--- config.mk ---
export PLATFORM = sky130hd
export DESIGN_NAME = writeback_unit_flat
export DESIGN_NICKNAME = d
export VERILOG_FILES = /design/src/rtl/writeback_unit_if.sv /design/src/rtl/writeback_unit.sv /design/src/flat_wrapper.sv
export SDC_FILE = /design/constraint.sdc
export NUM_CORES = 1
export LEC_CHECK = 0
export BUFFER_PORTS_ARGS = -buffer_cell sky130_fd_sc_hd__clkbuf_2
export CAP_MARGIN = 0
export CORE_MARGIN = 10
export CORE_UTILIZATION = 54
export CTS_CLUSTER_SIZE = 14
export DETAILED_ROUTE_END_ITERATION = 8
export PLACE_DENSITY = 0.84
export RECOVER_POWER = 100
export SLEW_MARGIN = 30
export SYNTH_ARGS = -nofsm -noshare
export SYNTH_HDL_FRONTEND = slang
export SYNTH_SLANG_ARGS = --single-unit
--- constraint.sdc ---
create_clock -name clock_i -period 12.4 [get_ports clock_i]
set_input_delay 2.48 -clock clock_i [delete_from_list [all_inputs] [get_ports clock_i]]
set_output_delay 2.48 -clock clock_i [all_outputs]
set_load 0.02 [all_outputs]
--- src/rtl/writeback_unit_if.sv ---
// Execution-result inputs and register-unit writeback outputs of writeback_unit.
// master = result producer / register-unit side, slave = writeback_unit.
interface writeback_unit_if #(
  parameter int addressSize  = 64,
  parameter int regWidth     = 5,
  parameter int fifoPtrWidth = 3
);
  logic                    ex1Enable_i;
  logic [regWidth-1:0]     ex1Address_i;
  logic [addressSize-1:0]  ex1Data_i;
  logic                    ex2Enable_i;
  logic [regWidth-1:0]     ex2Address_i;
  logic [addressSize-1:0]  ex2Data_i;
  logic                    stall_o;
  logic                    overflow_o;
  logic [fifoPtrWidth:0]   occupancy_o;
  logic                    reg1isWriteback_o;
  logic [regWidth-1:0]     reg1WritebackAddress_o;
  logic [addressSize-1:0]  reg1WritebackData_o;
  logic                    reg2isWriteback_o;
  logic [regWidth-1:0]     reg2WritebackAddress_o;
  logic [addressSize-1:0]  reg2WritebackData_o;

  modport master (
    output ex1Enable_i, ex1Address_i, ex1Data_i,
    output ex2Enable_i, ex2Address_i, ex2Data_i,
    input  stall_o, overflow_o, occupancy_o,
    input  reg1isWriteback_o, reg1WritebackAddress_o, reg1WritebackData_o,
    input  reg2isWriteback_o, reg2WritebackAddress_o, reg2WritebackData_o
  );

  modport slave (
    input  ex1Enable_i, ex1Address_i, ex1Data_i,
    input  ex2Enable_i, ex2Address_i, ex2Data_i,
    output stall_o, overflow_o, occupancy_o,
    output reg1isWriteback_o, reg1WritebackAddress_o, reg1WritebackData_o,
    output reg2isWriteback_o, reg2WritebackAddress_o, reg2WritebackData_o
  );
endinterface

--- src/rtl/writeback_unit.sv ---
// In-order result FIFO draining up to two writebacks per cycle; result visible one edge after push.
// Pushes beyond capacity are dropped (sticky overflow_o); stall_o warns upstream with two slots still free.
module writeback_unit #(
  parameter int addressSize  = 64,
  parameter int regWidth     = 5,
  parameter int fifoDepth    = 8,
  parameter int fifoPtrWidth = 3
) (
  input  logic             clock_i,
  input  logic             reset_i,
  writeback_unit_if.slave  wb
);
  localparam int CW = fifoPtrWidth + 1;
  typedef logic [fifoPtrWidth-1:0] ptr_t;
  typedef logic [CW-1:0]           cnt_t;

  logic [regWidth-1:0]    addr_mem [fifoDepth];
  logic [addressSize-1:0] data_mem [fifoDepth];

  ptr_t head_q, head_d, tail_q, tail_d, head_nxt, wr2_ptr;
  cnt_t count_q, count_d;
  logic overflow_q, overflow_d, stall_q, stall_d;
  logic wb1_vld_q, wb1_vld_d, wb2_vld_q, wb2_vld_d;
  logic [regWidth-1:0]    wb1_addr_q, wb1_addr_d, wb2_addr_q, wb2_addr_d;
  logic [addressSize-1:0] wb1_data_q, wb1_data_d, wb2_data_q, wb2_data_d;
  logic pop1, pop2, push1, push2;

  always_comb begin
    head_nxt = head_q + ptr_t'(1);
    pop1     = (count_q != '0);
    // Two writes to the same register never retire in the same cycle.
    pop2     = (count_q >= cnt_t'(2)) && (addr_mem[head_nxt] != addr_mem[head_q]);
    // Space is judged on the pre-pop count only.
    push1    = wb.ex1Enable_i && (count_q < cnt_t'(fifoDepth));
    push2    = wb.ex2Enable_i && ((count_q + cnt_t'(push1)) < cnt_t'(fifoDepth));
    wr2_ptr  = tail_q + ptr_t'(push1);

    head_d     = head_q + ptr_t'(pop1) + ptr_t'(pop2);
    tail_d     = tail_q + ptr_t'(push1) + ptr_t'(push2);
    count_d    = count_q + cnt_t'(push1) + cnt_t'(push2) - cnt_t'(pop1) - cnt_t'(pop2);
    overflow_d = overflow_q | (wb.ex1Enable_i & ~push1) | (wb.ex2Enable_i & ~push2);
    stall_d    = (count_d >= cnt_t'(fifoDepth - 1));

    wb1_vld_d  = pop1;
    wb1_addr_d = pop1 ? addr_mem[head_q] : wb1_addr_q;
    wb1_data_d = pop1 ? data_mem[head_q] : wb1_data_q;
    wb2_vld_d  = pop2;
    wb2_addr_d = pop2 ? addr_mem[head_nxt] : wb2_addr_q;
    wb2_data_d = pop2 ? data_mem[head_nxt] : wb2_data_q;
  end

  always_ff @(posedge clock_i) begin
    if (push1) begin
      addr_mem[tail_q] <= wb.ex1Address_i;
      data_mem[tail_q] <= wb.ex1Data_i;
    end
    if (push2) begin
      addr_mem[wr2_ptr] <= wb.ex2Address_i;
      data_mem[wr2_ptr] <= wb.ex2Data_i;
    end
  end

  always_ff @(posedge clock_i or negedge reset_i) begin
    if (!reset_i) begin
      head_q     <= '0;
      tail_q     <= '0;
      count_q    <= '0;
      overflow_q <= 1'b0;
      stall_q    <= 1'b0;
      wb1_vld_q  <= 1'b0;
      wb1_addr_q <= '0;
      wb1_data_q <= '0;
      wb2_vld_q  <= 1'b0;
      wb2_addr_q <= '0;
      wb2_data_q <= '0;
    end else begin
      head_q     <= head_d;
      tail_q     <= tail_d;
      count_q    <= count_d;
      overflow_q <= overflow_d;
      stall_q    <= stall_d;
      wb1_vld_q  <= wb1_vld_d;
      wb1_addr_q <= wb1_addr_d;
      wb1_data_q <= wb1_data_d;
      wb2_vld_q  <= wb2_vld_d;
      wb2_addr_q <= wb2_addr_d;
      wb2_data_q <= wb2_data_d;
    end
  end

  assign wb.stall_o                = stall_q;
  assign wb.overflow_o             = overflow_q;
  assign wb.occupancy_o            = count_q;
  assign wb.reg1isWriteback_o      = wb1_vld_q;
  assign wb.reg1WritebackAddress_o = wb1_addr_q;
  assign wb.reg1WritebackData_o    = wb1_data_q;
  assign wb.reg2isWriteback_o      = wb2_vld_q;
  assign wb.reg2WritebackAddress_o = wb2_addr_q;
  assign wb.reg2WritebackData_o    = wb2_data_q;
endmodule

--- src/flat_wrapper.sv ---
// flat-port wrapper written by rule: the top's interface ports become plain ports
module writeback_unit_flat 
#(
  parameter int addressSize  = 64,
  parameter int regWidth     = 5,
  parameter int fifoDepth    = 8,
  parameter int fifoPtrWidth = 3
)
  (clock_i, reset_i, wb_ex1Enable_i, wb_ex1Address_i, wb_ex1Data_i, wb_ex2Enable_i, wb_ex2Address_i, wb_ex2Data_i, wb_stall_o, wb_overflow_o, wb_occupancy_o, wb_reg1isWriteback_o, wb_reg1WritebackAddress_o, wb_reg1WritebackData_o, wb_reg2isWriteback_o, wb_reg2WritebackAddress_o, wb_reg2WritebackData_o);
  writeback_unit_if #(.addressSize(addressSize), .regWidth(regWidth), .fifoPtrWidth(fifoPtrWidth)) wb_i ();
  input  logic clock_i;
  input  logic reset_i;
  input wire logic [$bits(wb_i.ex1Enable_i)-1:0] wb_ex1Enable_i;
  input wire logic [$bits(wb_i.ex1Address_i)-1:0] wb_ex1Address_i;
  input wire logic [$bits(wb_i.ex1Data_i)-1:0] wb_ex1Data_i;
  input wire logic [$bits(wb_i.ex2Enable_i)-1:0] wb_ex2Enable_i;
  input wire logic [$bits(wb_i.ex2Address_i)-1:0] wb_ex2Address_i;
  input wire logic [$bits(wb_i.ex2Data_i)-1:0] wb_ex2Data_i;
  output wire logic [$bits(wb_i.stall_o)-1:0] wb_stall_o;
  output wire logic [$bits(wb_i.overflow_o)-1:0] wb_overflow_o;
  output wire logic [$bits(wb_i.occupancy_o)-1:0] wb_occupancy_o;
  output wire logic [$bits(wb_i.reg1isWriteback_o)-1:0] wb_reg1isWriteback_o;
  output wire logic [$bits(wb_i.reg1WritebackAddress_o)-1:0] wb_reg1WritebackAddress_o;
  output wire logic [$bits(wb_i.reg1WritebackData_o)-1:0] wb_reg1WritebackData_o;
  output wire logic [$bits(wb_i.reg2isWriteback_o)-1:0] wb_reg2isWriteback_o;
  output wire logic [$bits(wb_i.reg2WritebackAddress_o)-1:0] wb_reg2WritebackAddress_o;
  output wire logic [$bits(wb_i.reg2WritebackData_o)-1:0] wb_reg2WritebackData_o;
  assign wb_i.ex1Enable_i = wb_ex1Enable_i;
  assign wb_i.ex1Address_i = wb_ex1Address_i;
  assign wb_i.ex1Data_i = wb_ex1Data_i;
  assign wb_i.ex2Enable_i = wb_ex2Enable_i;
  assign wb_i.ex2Address_i = wb_ex2Address_i;
  assign wb_i.ex2Data_i = wb_ex2Data_i;
  assign wb_stall_o = wb_i.stall_o;
  assign wb_overflow_o = wb_i.overflow_o;
  assign wb_occupancy_o = wb_i.occupancy_o;
  assign wb_reg1isWriteback_o = wb_i.reg1isWriteback_o;
  assign wb_reg1WritebackAddress_o = wb_i.reg1WritebackAddress_o;
  assign wb_reg1WritebackData_o = wb_i.reg1WritebackData_o;
  assign wb_reg2isWriteback_o = wb_i.reg2isWriteback_o;
  assign wb_reg2WritebackAddress_o = wb_i.reg2WritebackAddress_o;
  assign wb_reg2WritebackData_o = wb_i.reg2WritebackData_o;
  writeback_unit #(.addressSize(addressSize), .regWidth(regWidth), .fifoDepth(fifoDepth), .fifoPtrWidth(fifoPtrWidth)) u_core (.clock_i(clock_i), .reset_i(reset_i), .wb(wb_i));
endmodule
==> results.cfg <==
[cts]
clock-sinks = 704
cts_tree = done
htreeDepth = 3
clockBufferDepth = 3
clk_latency_ps = 640
root_buffer = clkbuf_16
cts_setup_buffers = 0
cts_buffers = 73
hold_buffers = 0
cts-resized-gates = 0
path_clk_slew_ps = 60

[route]
vias_per_cell = 6.61
drt-initial-drc-count = 2117
ant_nets = 0
wl_um = 98300
dr.pass1.iters = 5
vias = 21907
drcViolationCount = 0
routedWlPerCell_um = 29.7

[timing]
period_share = 0.736
rsz0062_at_grt = no
finalHoldViolations = 0
fmax_ghz = 0.110
setup_tns_ps = 0
fin_crit_ps = 9120
clock-skew-final_ps = 26.2
fin_hold_ws_ps = 477
setup_viol = 0
slew_violations = 1301
max_slew.worst_pin.slew_ps = 4870
maxSlewHeadroom = -2.25

[layout]
final_cells = 3315
seq_area_mm2 = 0.0204
multiInputGateArea_mm2 = 0.0159
nets = 2523
mostFrequentLayoutCells = 670 x mux2_2, 552 x edfxtp_1, 272 x mux4_2
drive_gt1_frac = 0.501
syn_to_final_growth_pct = 11.8
mostFrequentLayoutCell = mux2_2
finish.utilization = 0.612
nFillCells = 4820

[floorplanning]
pin_count = 288
dieArea_mm2 = 0.0794
die_w_um = 282
die_y_um = 282
core-area_mm2 = 0.0675
start_util = 0.548
rows = 95

[placed_design]
hpwlAfterDp_um = 59900
io_buffers = 287
globalplace.congestion = 0.807
placed_cells_incl_taps = 3161

[critical_path]
startpoint_type = input pin
timing.rr.start = u_core.head_q[0]
cp_max_fo = 48
arrival_ps = 9480
path_class = in -> reg
reg2reg_setup_slack_ps = 3440
crit_end = u_core.data_mem[3][38]
crit_path_end_kind = register
crit_start = wb_ex1Enable_i
cp.required_ps = 12760
rr_worst_depth = 16
timing.rr.end = u_core.wb.stall_o

[power]
swShare = 0.366
vdd_ir_drop_max_mv = 0.188
p_int_mw = 7.25
combinationalPowerShare = 0.475
clkPwrFrac = 0.191
powerDensity_mw_per_mm2 = 277
power_frac_seq = 0.335
power.total_mw = 11.4
p_leak_nw = 14.1
p_switching_mw = 4.19

[global_routing]
grt_pass1_vias = 23293
grt_max_degree = 85
gr-total-overflow = 0
grt_antenna_before_repair = 22
grt_pass1_wl_um = 147000
grtUsageTotal = 0.247

[outcome]
status = complete, but fails checks
violations = max-capacitance violations, max-slew violations

[logic_synthesis]
yosys_warnings = 0
synth-seq-cells = 704
synth.avg_cell_area_um2 = 17.4
ys_seq_area_frac = 0.551
syn_area_mm2 = 0.0370
synth_cell_type_count = 38
synthesis.nets = 2276
synthCells = 2120

[flow_run]
maxCapViolCount = 32

[min_path]
hold_class = reg -> reg
## per-layer routing
layer  part of all wire  vias to the layer above  global-route usage  wire length (µm)
li1                   -                     9120                   -                 -
met1               0.38                    11552               0.312             37300
met4              0.023                       20              0.0784              2220
met3              0.093                      158              0.0643              9100
met5             0.0013                        -                   0               126
met2               0.50                     1057               0.413             49600
## cells in the mapped netlist
cell type | instances | share of area
mux2i_1 | 88 | 0.024
a211o_1 | 1 | 0.00024
buf_2 | 33 | 0.0045
a31o_2 | 1 | 0.00024
clkbuf_1 | 78 | 0.0079
buf_8 | 1 | 0.00041
nand2_1 | 74 | 0.0075
mux4_2 | 272 | 0.17
a21oi_1 | 3 | 0.00041
mux4_1 | 1 | 0.00071
mux2_2 | 675 | 0.21
edfxtp_1 | 552 | 0.45
o21ai_0 | 67 | 0.0091
o31ai_1 | 1 | 0.00020
nor4_1 | 1 | 0.00017
xnor2_1 | 7 | 0.0017
a21o_1 | 1 | 0.00020
xor2_1 | 7 | 0.0017
nor3_2 | 1 | 0.00027
o21bai_1 | 3 | 0.00061
fa_1 | 3 | 0.0016
xor2_2 | 1 | 0.00044
mux2_1 | 5 | 0.0015
o22ai_1 | 2 | 0.00034
ha_1 | 11 | 0.0037
or2_2 | 1 | 0.00017
nor3_1 | 6 | 0.00081
buf_6 | 6 | 0.0018
nand3_1 | 1 | 0.00014
a31oi_4 | 1 | 0.00058
inv_1 | 13 | 0.0013
nor3b_1 | 1 | 0.00020
buf_4 | 2 | 0.00041
nor2b_1 | 1 | 0.00017
dfrtp_1 | 152 | 0.10
nand2b_1 | 3 | 0.00051
buf_1 | 36 | 0.0037
nor2_1 | 8 | 0.00081
## power groups by stage
stage	registers (mW)	logic, mW	clock network, mW
global placement	3.77	5.32	0
global route	3.90	5.75	2.29
detailed placement	3.83	5.44	0
CTS	3.79	5.49	2.20
finish	3.83	5.43	2.18
floorplan	3.98	3.70	0
## registers in the layout (all words and copies together), names as in the netlist
register and count:
u_core.addr_mem 40, u_core.data_mem 512, u_core.head_q 3, u_core.tail_q 3, u_core.wb.occupancy_o 4, u_core.wb.overflow_o 1, u_core.wb.reg1WritebackAddress_o 5, u_core.wb.reg1WritebackData_o 64
u_core.wb.reg1isWriteback_o 1, u_core.wb.reg2WritebackAddress_o 5, u_core.wb.reg2WritebackData_o 64, u_core.wb.reg2isWriteback_o 1, u_core.wb.stall_o 1
## layout make-up
| type | instances | area share |
|---|---|---|
| diodes | 14 | 0.000847 |
| clock buffers | 106 | 0.0516 |
| clock inverters | 30 | 0.00587 |
| inverters | 13 | 0.00118 |
| multi-input cells | 1247 | 0.384 |
| flip-flops and latches | 704 | 0.493 |
| well taps | 873 | 0.0264 |
| repair buffers | 328 | 0.0373 |
## stage by stage
stage / worst slack, ps / area, µm²
4_1_cts: 6290 / 41700
2_1_floorplan: 3860 / 37000
3_5_place_dp: 5700 / 39400
6_report: 3280 / 41300
3_3_place_gp: 5950 / 39300
5_1_grt: 3040 / 41300
## worst min-delay path by stage
stage                                                  from  cells past startpoint  slack (ps)                                 to
after CTS                  u_core.wb.reg1WritebackData_o[6]                      2         480   u_core.wb.reg1WritebackData_o[6]
after detailed placement  u_core.wb.reg1WritebackData_o[20]                      2         470  u_core.wb.reg1WritebackData_o[20]
after global routing      u_core.wb.reg2WritebackData_o[58]                      1         510  u_core.wb.reg2WritebackData_o[58]
final                     u_core.wb.reg1WritebackData_o[58]                      2         480  u_core.wb.reg1WritebackData_o[58]
after floorplan                            u_core.head_q[0]                      1         560                   u_core.head_q[0]
after global placement    u_core.wb.reg1WritebackData_o[46]                      2         470  u_core.wb.reg1WritebackData_o[46]
## cells by family after synthesis
family / Yosys count / share of synthesized area
and+or+nand+nor: 97 / 0.0108
DFF: 704 / 0.551
adders and majority gates: 14 / 0.00535
buffers and inverters: 169 / 0.0200
muxes: 1041 / 0.397
xor gates and xnor gates: 15 / 0.00376
AOI/OAI and AO/OA: 80 / 0.0119
## worst max-delay path: stages
cell      delay, ps
clkbuf_2         90
nor2b_1         310
ha_1            260
nand3_1         190
xor2_1          190
nand2_1         160
inv_1           140
nand2_1         160
nor2_1         1980
clkbuf_1       2930
mux2_2          520
(Power assumes the default switching activity.)
